## src/rtl/ps2_rx.sv

```systemverilog
// ps2_rx -- PS/2 device-to-host frame receiver with a one-entry output buffer.
//
// Both raw pins are synchronized and glitch-filtered. Each falling edge of
// the filtered clock advances the frame FSM, which samples the filtered data
// line. Good frames are offered to the consumer over a valid/ready handshake.
// The block only listens and never drives the PS/2 lines.
//
// Ports:
//   clk        system clock, all logic on its rising edge
//   resetb     synchronous active-low reset
//   ps2_clk    raw PS/2 clock pin (asynchronous to clk)
//   ps2_data   raw PS/2 data pin (asynchronous to clk)
//   rx_data    received byte (LSB first on the wire)
//   rx_valid   rx_data holds an unconsumed byte
//   rx_ready   consumer takes rx_data when rx_valid && rx_ready
//   parity_err 1-cycle pulse: frame dropped for bad odd parity
//   frame_err  1-cycle pulse: bad start/stop bit, or mid-frame timeout
//   overflow   1-cycle pulse: good frame dropped because the buffer was full
module ps2_rx #(
  parameter int FILTER_LEN     = 8,      // 2..255
  parameter int TIMEOUT_CYCLES = 20000   // 16..2^20
) (
  input  logic       clk,
  input  logic       resetb,
  input  logic       ps2_clk,
  input  logic       ps2_data,
  output logic [7:0] rx_data,
  output logic       rx_valid,
  input  logic       rx_ready,
  output logic       parity_err,
  output logic       frame_err,
  output logic       overflow
);

  localparam int FC_W = $clog2(FILTER_LEN);
  localparam int TO_W = $clog2(TIMEOUT_CYCLES);
  localparam logic [FC_W-1:0] FILT_LAST = FC_W'(FILTER_LEN - 1);
  // to_cnt holds (cycles since the last fall) - 1, so the expiry compare
  // sits one below the last count and the registered frame_err pulse lands
  // exactly TIMEOUT_CYCLES cycles after that fall.
  localparam logic [TO_W-1:0] TO_LAST = TO_W'(TIMEOUT_CYCLES - 2);

  typedef enum logic [1:0] {IDLE, DATA, PARITY, STOP} state_t;

  // Index 1 is the PS/2 clock line, index 0 the PS/2 data line.
  logic [1:0]      pins;
  logic [1:0]      sync1, sync2, level;
  logic [FC_W-1:0] fcnt [2];
  logic            fall;
  logic            data_f;

  state_t          state, state_n;
  logic [2:0]      bit_cnt;
  logic [7:0]      shreg;
  logic            par_bit;
  logic [TO_W-1:0] to_cnt;
  logic            good, perr, ferr, tmo;

  assign pins   = {ps2_clk, ps2_data};
  assign data_f = level[0];

  // Input conditioning: 2-FF synchronizer, then a level filter that only
  // follows the pin after FILTER_LEN consecutive differing samples.
  always_ff @(posedge clk) begin
    // NOTE: state registers use non-blocking assignments so every flop
    // samples pre-edge values regardless of statement order.
    if (!resetb) begin
      sync1   <= 2'b11;
      sync2   <= 2'b11;
      level   <= 2'b11;
      fcnt[0] <= '0;
      fcnt[1] <= '0;
      fall    <= 1'b0;
    end else begin
      sync1 <= pins;
      sync2 <= sync1;
      for (int i = 0; i < 2; i++) begin
        if (sync2[i] == level[i]) begin
          fcnt[i] <= '0;
        end else if (fcnt[i] == FILT_LAST) begin
          fcnt[i]  <= '0;
          level[i] <= sync2[i];
        end else begin
          fcnt[i] <= fcnt[i] + FC_W'(1);
        end
      end
      // Strobe in the same cycle the filtered clock drops to 0.
      fall <= level[1] && !sync2[1] && (fcnt[1] == FILT_LAST);
    end
  end

  // Next-state and frame verdict.
  always_comb begin
    // NOTE: every output of this block gets a default first so no path
    // leaves a variable unassigned, which would infer a latch.
    state_n = state;
    good    = 1'b0;
    perr    = 1'b0;
    ferr    = 1'b0;
    tmo     = (state != IDLE) && !fall && (to_cnt == TO_LAST);
    case (state)
      IDLE: begin
        if (fall) begin
          if (!data_f) state_n = DATA;
          else         ferr    = 1'b1;
        end
      end
      DATA: begin
        if (fall && bit_cnt == 3'd7) state_n = PARITY;
      end
      PARITY: begin
        if (fall) state_n = STOP;
      end
      STOP: begin
        if (fall) begin
          state_n = IDLE;
          // Framing wins over parity.
          if (!data_f)                 ferr = 1'b1;
          else if (^{shreg, par_bit})  good = 1'b1;
          else                         perr = 1'b1;
        end
      end
      default: state_n = IDLE;
    endcase
    if (tmo) begin
      state_n = IDLE;
      ferr    = 1'b1;
    end
  end

  // State, datapath, output buffer and pulses.
  always_ff @(posedge clk) begin
    if (!resetb) begin
      state      <= IDLE;
      bit_cnt    <= '0;
      // NOTE: the shift register is plain flops, so clearing it on reset
      // is cheap and keeps a discarded partial frame from ever resurfacing.
      shreg      <= '0;
      par_bit    <= 1'b0;
      to_cnt     <= '0;
      rx_data    <= 8'h00;
      rx_valid   <= 1'b0;
      parity_err <= 1'b0;
      frame_err  <= 1'b0;
      overflow   <= 1'b0;
    end else begin
      state <= state_n;

      if (state == IDLE || fall) to_cnt <= '0;
      else                       to_cnt <= to_cnt + TO_W'(1);

      if (fall) begin
        case (state)
          IDLE: begin
            bit_cnt <= '0;
            shreg   <= '0;
          end
          DATA: begin
            shreg[bit_cnt] <= data_f;
            bit_cnt        <= bit_cnt + 3'd1;
          end
          PARITY:  par_bit <= data_f;
          default: ;
        endcase
      end

      parity_err <= perr;
      frame_err  <= ferr;
      overflow   <= 1'b0;

      if (rx_valid && rx_ready) rx_valid <= 1'b0;
      // A same-cycle handshake frees the slot, so the new byte still loads.
      if (good) begin
        if (!rx_valid || rx_ready) begin
          rx_data  <= shreg;
          rx_valid <= 1'b1;
        end else begin
          overflow <= 1'b1;
        end
      end
    end
  end

endmodule

```

## config.mk

```make
export PLATFORM = sky130hd
export DESIGN_NAME = ps2_rx
export DESIGN_NICKNAME = d
export VERILOG_FILES = /design/src/rtl/ps2_rx.sv
export SDC_FILE = /design/constraint.sdc
export NUM_CORES = 1
export LEC_CHECK = 0
export CAP_MARGIN = 20
export CELL_PAD_IN_SITES_DETAIL_PLACEMENT = 0
export CELL_PAD_IN_SITES_GLOBAL_PLACEMENT = 1
export CORE_ASPECT_RATIO = 1.4
export CORE_MARGIN = 3
export CORE_UTILIZATION = 48
export CTS_CLUSTER_DIAMETER = 60
export DETAILED_ROUTE_END_ITERATION = 12
export PLACE_DENSITY_LB_ADDON = 0.1
export SLEW_MARGIN = 15
export SYNTH_ARGS = -nofsm -noshare
export SYNTH_HDL_FRONTEND = slang
export SYNTH_SLANG_ARGS = --single-unit
```

## constraint.sdc

```tcl
create_clock -name clk -period 3.25 [get_ports clk]
set_clock_uncertainty 0.15 [all_clocks]
set_input_delay 0.325 -clock clk [delete_from_list [all_inputs] [get_ports clk]]
set_output_delay 0.325 -clock clk [all_outputs]
set_load 0.02 [all_outputs]
```

==> results_dict.tcl, run 1 <==
set metrics [dict create \
    die_x_um 66.6 \
    grtUsageTotal_pct 17.5 \
    postCtsSetupBuffers 0 \
    dr.pass1.iters 4 \
    grt_overflow 0 \
    clk_pin_slew_ns 0.10 \
    critPathRequiredTime_ns 3.30 \
    postSynthCellCount 271 \
    grt_pass1_wl_um 8300 \
    synth_edf_count 6 \
    fin_ws_ns 1.19 \
    crit_path_frequent_cell "ha_1" \
    seqCellArea_um2 1140 \
    worstSetupStartpointType "flop" \
    synthFlopType "dfxtp_1" \
    setup.worst_path.end_class "flop" \
    ff2ff_setup_slack_ns 1.19 \
    port_buffers 16 \
    hold_start "sync1[1]" \
    drc 0 \
    die-height_um 90.9 \
    crit_arrival_ns 2.11 \
    max_slew_margin_pct 54.4 \
    grt_pass1_vias 1853 \
    fmax_ghz 0.485 \
    fillers 488 \
    gp_congestion 0.773 \
    vias_per_cell 5.21 \
    synth_cell_types 35 \
    maxCapViolCount 0 \
    critPathMaxFanout 13 \
    syn_area_um2 2470 \
    num_rows 30 \
    setup_viol 0 \
    layout_worst_path_cycle_share_pct 63.4 \
    dieArea_um2 6050 \
    leakagePower_nw 0.976 \
    hp-class "reg -> reg" \
    place_ws_ns 0.850 \
    power_density_nw_per_um2 393 \
    drt_iter0_drc 117 \
    finalCriticalPeriod_ns 2.06 \
    reg2reg_depth 6 \
    wl_per_cell_um 13.3 \
    timing.setup.critical_path_class "reg -> reg" \
    clk_latency_ns 0.31 \
    hold_depth 1 \
    ant_nets 0 \
    crit_chain "ha_1, ha_1, nand2_1, a221oi_1, mux2i_1, nor2_1" \
    r2r-end "state[1]" \
    status "finished, final reports clean" \
    ir_drop_mv 0.239 \
    multi_input_area_um2 1280 \
    critPathTopFamily "flip-flops" \
    synth_seq_cells 54 \
    seq_area_frac_synth_pct 46.2 \
    cts-htree-levels 2 \
    grt_start_max_net_pins 26 \
    synthArstFlopShare_pct 0 \
    drv_slew 0 \
    worstMarginPinSlew_ns 0.684 \
    nets 308 \
    rsz0062_at_grt "false" \
    ios 17 \
    num_vias 1844 \
    antenna_found_initial 0 \
    numCtsBuffers 5 \
    cts-resized-gates 0 \
    dp_hpwl_um 3340 \
    hold_path_end "sync2[1]" \
    r2r-start "bit_cnt[0]" \
    antenna_cells 0 \
    core_um2 4920 \
    fin_tns_setup_ns 0 \
    cts_buffer_depth 2 \
    cts_tree "yes" \
    postCtsHoldBufs 0 \
    hold_viol 0 \
    crit_slowest_cell "dfxtp_1" \
    clock-sinks 54 \
    syn_to_final_growth_pct 13.0 \
    root_buffer "clkbuf_8" \
    initial_core_util_pct 50.2 \
    fin_hold_ws_ns 0.272 \
    synth_warnings 0 \
    critPathMaxStageDelay_ns 0.59 \
    path_buf_inv 0 \
    synth.avg_cell_area_um2 9.11 \
    drive_gt1_share_pct 3.79 \
    drt-total-wl_um 4710 \
]
## power breakdown
part / total (mW) / switching, mW / leakage [nW] / internal (mW)
logic: 0.0248 / 0.0146 / 0.480 / 0.0101
registers: 0.681 / 0.00243 / 0.449 / 0.679
clock network: 0.390 / 0.219 / 0.0472 / 0.172
total: 1.10 / 0.236 / 0.976 / 0.861
## metrics by stage
stage	total power, mW	instances	instance area [um2]	util, %
floorplan	0.712	276	2490	-
global placement	0.722	346	2690	54.8
detailed placement	0.722	346	2690	54.8
CTS	1.11	354	2790	56.7
global route	1.14	354	2790	56.7
finish	1.10	354	2790	56.7
## cell usage after synthesis (4+ instances only)
library cell / number / area, um2
dfxtp_1: 48 / 961
nor2_1: 38 / 143
nand2_1: 29 / 109
ha_1: 14 / 175
o21ai_0: 14 / 70.1
xnor2_1: 13 / 114
clkbuf_1: 11 / 41.3
nand2b_1: 11 / 68.8
mux2i_1: 9 / 90.1
nand3_1: 8 / 40.0
a21oi_1: 7 / 35.0
nor3_1: 7 / 35.0
a22oi_1: 6 / 45.0
edfxtp_1: 6 / 180
inv_1: 6 / 22.5
xor2_1: 6 / 52.6
nor4_1: 5 / 31.3
a32oi_1: 4 / 35.0
and2_1: 4 / 25.0
nor2b_1: 4 / 25.0
## per-layer routing
metal / share of wire (%) / vias to the layer above / GRT usage [%]
met4: 1.6 / 0 / 6.61
met1: 43 / 858 / 21.0
met2: 52 / 29 / 30.2
met5: 0 / - / 0
li1: - / 951 / -
met3: 3.1 / 6 / 3.24
## cells in the final DEF, fill, tap and decap left out, types with 3 or more instances in the layout
| cell | n |
|---|---|
| a21oi_1 | 7 |
| a22oi_1 | 6 |
| a32oi_1 | 4 |
| and2_1 | 4 |
| and3_1 | 3 |
| clkbuf_8 | 6 |
| clkdlybuf4s50_1 | 16 |
| conb_1 | 6 |
| dfxtp_1 | 48 |
| edfxtp_1 | 6 |
| ha_1 | 14 |
| inv_1 | 6 |
| mux2i_1 | 9 |
| nand2_1 | 29 |
| nand2b_1 | 11 |
| nand3_1 | 8 |
| nand4_1 | 3 |
| nor2_1 | 38 |
| nor2b_1 | 4 |
| nor3_1 | 7 |
| nor4_1 | 5 |
| o21ai_0 | 14 |
| or3_1 | 3 |
| xnor2_1 | 13 |
| xor2_1 | 6 |
## worst register-to-register path: stages, from the launching register on
cell and delay (ns):
dfxtp_1 0.59, ha_1 0.22, ha_1 0.15, nand2_1 0.06, a221oi_1 0.49, mux2i_1 0.24, nor2_1 0.05
## cells by family after synthesis
group | synth area share, %
flops | 46.2
fa+ha+maj | 7.10
compound gates | 8.72
xor+xnor | 7.70
simple gates | 23.7
other cells | 0.152
buf+inv | 2.74
mux | 3.65
## state kept, by name (all words and copies together) (netlist names)
name	flops
fall	1
sync2	2
shreg	8
fcnt	6
rx_valid	1
level	2
bit_cnt	3
sync1	2
state	2
to_cnt	15
overflow	1
frame_err	1
rx_data	8
parity_err	1
par_bit	1
## area by class of cell
type	count	area share, %
clock buffer	6	2.96
clock inverter	2	0.449
inverter	7	0.942
multi-input combinational	204	45.9
sequential	54	40.9
tap	64	2.87
timing repair buffer	17	6.01
## worst max path at each step
stage                            end  startpoint  cells past startpoint  slack (ns)
after detailed placement  fcnt[0][1]      resetb                      5        0.85
after global routing        state[1]  bit_cnt[0]                      6        1.01
final                       state[1]  bit_cnt[0]                      6        1.19
after global placement    fcnt[1][2]      resetb                      5        0.84
after floorplan           rx_data[0]    shreg[2]                      5        1.53
after CTS                   state[1]  bit_cnt[0]                      6        1.16
(Power assumes the default switching activity.)
==> inputs of run 2 (changes only) <==
--- a/config.mk
+++ b/config.mk
@@ -10,7 +10,7 @@
 export CELL_PAD_IN_SITES_GLOBAL_PLACEMENT = 1
 export CORE_ASPECT_RATIO = 1.4
 export CORE_MARGIN = 3
-export CORE_UTILIZATION = 48
+export CORE_UTILIZATION = 45
 export CTS_CLUSTER_DIAMETER = 60
 export DETAILED_ROUTE_END_ITERATION = 12
 export PLACE_DENSITY_LB_ADDON = 0.1
==> constraint.sdc (replaced) <==
create_clock -name clk -period 2.1 [get_ports clk]
set_clock_uncertainty 0.15 [all_clocks]
set_input_delay 0.21 -clock clk [delete_from_list [all_inputs] [get_ports clk]]
set_output_delay 0.21 -clock clk [all_outputs]
set_load 0.02 [all_outputs]
==> run 2 against run 1 <==
Via count rose by 0.70%; final area rose by 1.2%; critical path depth fell by 1; global-route usage fell by 1.0 points; worst hold slack improved by 0.0019 ns; total power rose by 50%; cell count rose by 2.3%; largest cell class unchanged; largest power group unchanged.
==> results_dict.tcl, run 2 (synthesized netlist as in run 1, its figures left out) <==
set metrics [dict create \
    rsz0062_at_grt "false" \
    seqCellArea_um2 1140 \
    ant_nets 0 \
    drv_slew 0 \
    wl_per_cell_um 13.2 \
    pwr-share-seq_pct 64.2 \
    finalCriticalPeriod_ns 1.92 \
    gp_congestion 0.818 \
    drt-total-wl_um 4780 \
    syn_to_final_growth_pct 14.3 \
    worstMarginPinSlew_ns 0.516 \
    cts-htree-levels 2 \
    postCtsHoldBufs 0 \
    leakagePower_nw 1.00 \
    cts_tree "yes" \
    p_sw_mw 0.336 \
    num_rows 31 \
    setup.worst_path.end_class "flop" \
    ios 17 \
    postLayoutCoreUtil_pct 53.9 \
    antenna_cells 0 \
    final_common_cell "dfxtp_1" \
    largest-register "to_cnt" \
    root_buffer "clkbuf_8" \
    dieArea_um2 6420 \
    fmax_ghz 0.521 \
    drive_gt1_share_pct 4.73 \
    dp_hpwl_um 3490 \
    drt_iter0_drc 87 \
    multi_input_area_um2 1280 \
    timing.setup.critical_path_class "reg -> reg" \
    cts-resized-gates 0 \
    die-height_um 93.6 \
    drc 0 \
    grt_start_max_net_pins 25 \
    grt_pass1_wl_um 8070 \
    hold_viol 0 \
    largestRegisters "to_cnt (15), rx_data (8), shreg (8)" \
    fin_hold_ws_ns 0.274 \
    fin_tns_setup_ns 0 \
    die_x_um 68.6 \
    worstSetupStartpointType "flop" \
    nets 314 \
    grt_overflow 0 \
    maxCapViolCount 0 \
    clock_power_share_pct 33.3 \
    clk_latency_ns 0.30 \
    critPathRequiredTime_ns 2.18 \
    layout_common_cells "dfxtp_1 (48), nor2_1 (38), nand2_1 (29)" \
    dr.pass1.iters 4 \
    largest_reg_flops 15 \
    clock-sinks 54 \
    port_buffers 16 \
    grtUsageTotal_pct 16.5 \
    layout_worst_path_cycle_share_pct 91.4 \
    grt_pass1_vias 1754 \
    clk_pin_slew_ns 0.09 \
    postCtsSetupBuffers 0 \
    crit_arrival_ns 2.00 \
    cts_buffer_depth 2 \
    hp-class "reg -> reg" \
    power_density_nw_per_um2 582 \
    internal-power_mw 1.30 \
    fillers 528 \
    numCtsBuffers 5 \
    core_um2 5240 \
    max_slew_margin_pct 65.5 \
    antenna_found_initial 0 \
    p_comb_share_pct 2.5 \
    swShare_pct 20.5 \
    ir_drop_mv 0.338 \
    num_vias 1857 \
    initial_core_util_pct 47.1 \
    status "finished, final reports clean" \
    setup_viol 0 \
    critPathMaxFanout 7 \
    vias_per_cell 5.13 \
]
-- run 2: cell count changes in the layout (fill, tap and decap cells not counted) --
cell	delta
buf_4	+6
clkinv_2	-1
clkbuf_8	-1
clkinvlp_4	-1
clkbuf_1	+3
-- run 2: power by group through the flow --
stage,clock network (mW),logic [mW],registers (mW)
2_1_floorplan,0,0.0249,1.08
3_3_place_gp,0,0.0413,1.08
3_5_place_dp,0,0.0418,1.08
4_1_cts,0.580,0.0422,1.05
5_1_grt,0.613,0.0479,1.06
6_report,0.546,0.0412,1.05
-- run 2: through the flow --
stage / power, mW / cell area [um2] / cells / setup WS (ns)
after detailed placement: 1.12 / 2740 / 354 / 0.205
after global placement: 1.12 / 2740 / 354 / 0.226
after floorplan: 1.10 / 2490 / 276 / 0.379
after CTS: 1.68 / 2820 / 362 / 0.166
final: 1.64 / 2820 / 362 / 0.180
after global routing: 1.72 / 2820 / 362 / 0.0344
-- run 2: worst max-delay path, stage by stage, from the launching register on --
cell and delay (ns):
dfxtp_1 0.40, xnor2_1 0.11, xnor2_1 0.29, xnor3_2 0.48
nor2_8 0.20, mux2i_1 0.22
-- run 2: area by class of cell --
cell class / count / area share (%)
clock buffer: 8 / 2.84
sequential: 54 / 40.4
tap: 66 / 2.93
multi-input combinational: 204 / 45.3
timing repair buffer: 23 / 7.54
inverter: 7 / 0.931
-- run 2: per-layer routing --
layer	up-vias	global-route usage, %	wire (um)
li1	966	-	-
met1	850	20.8	2140
met2	32	27.1	2390
met3	9	2.88	117
met4	0	6.97	131
met5	-	0	0
-- run 2: final timing paths --
path	start	endpoint	slack [ns]	cells after the start
hold / removal	sync1[1]	sync2[1]	0.27	1
setup / recovery	shreg[0]	rx_data[5]	0.18	5
setup reg to reg	shreg[0]	rx_data[5]	0.18	5
hold reg to reg	sync1[1]	sync2[1]	0.27	1
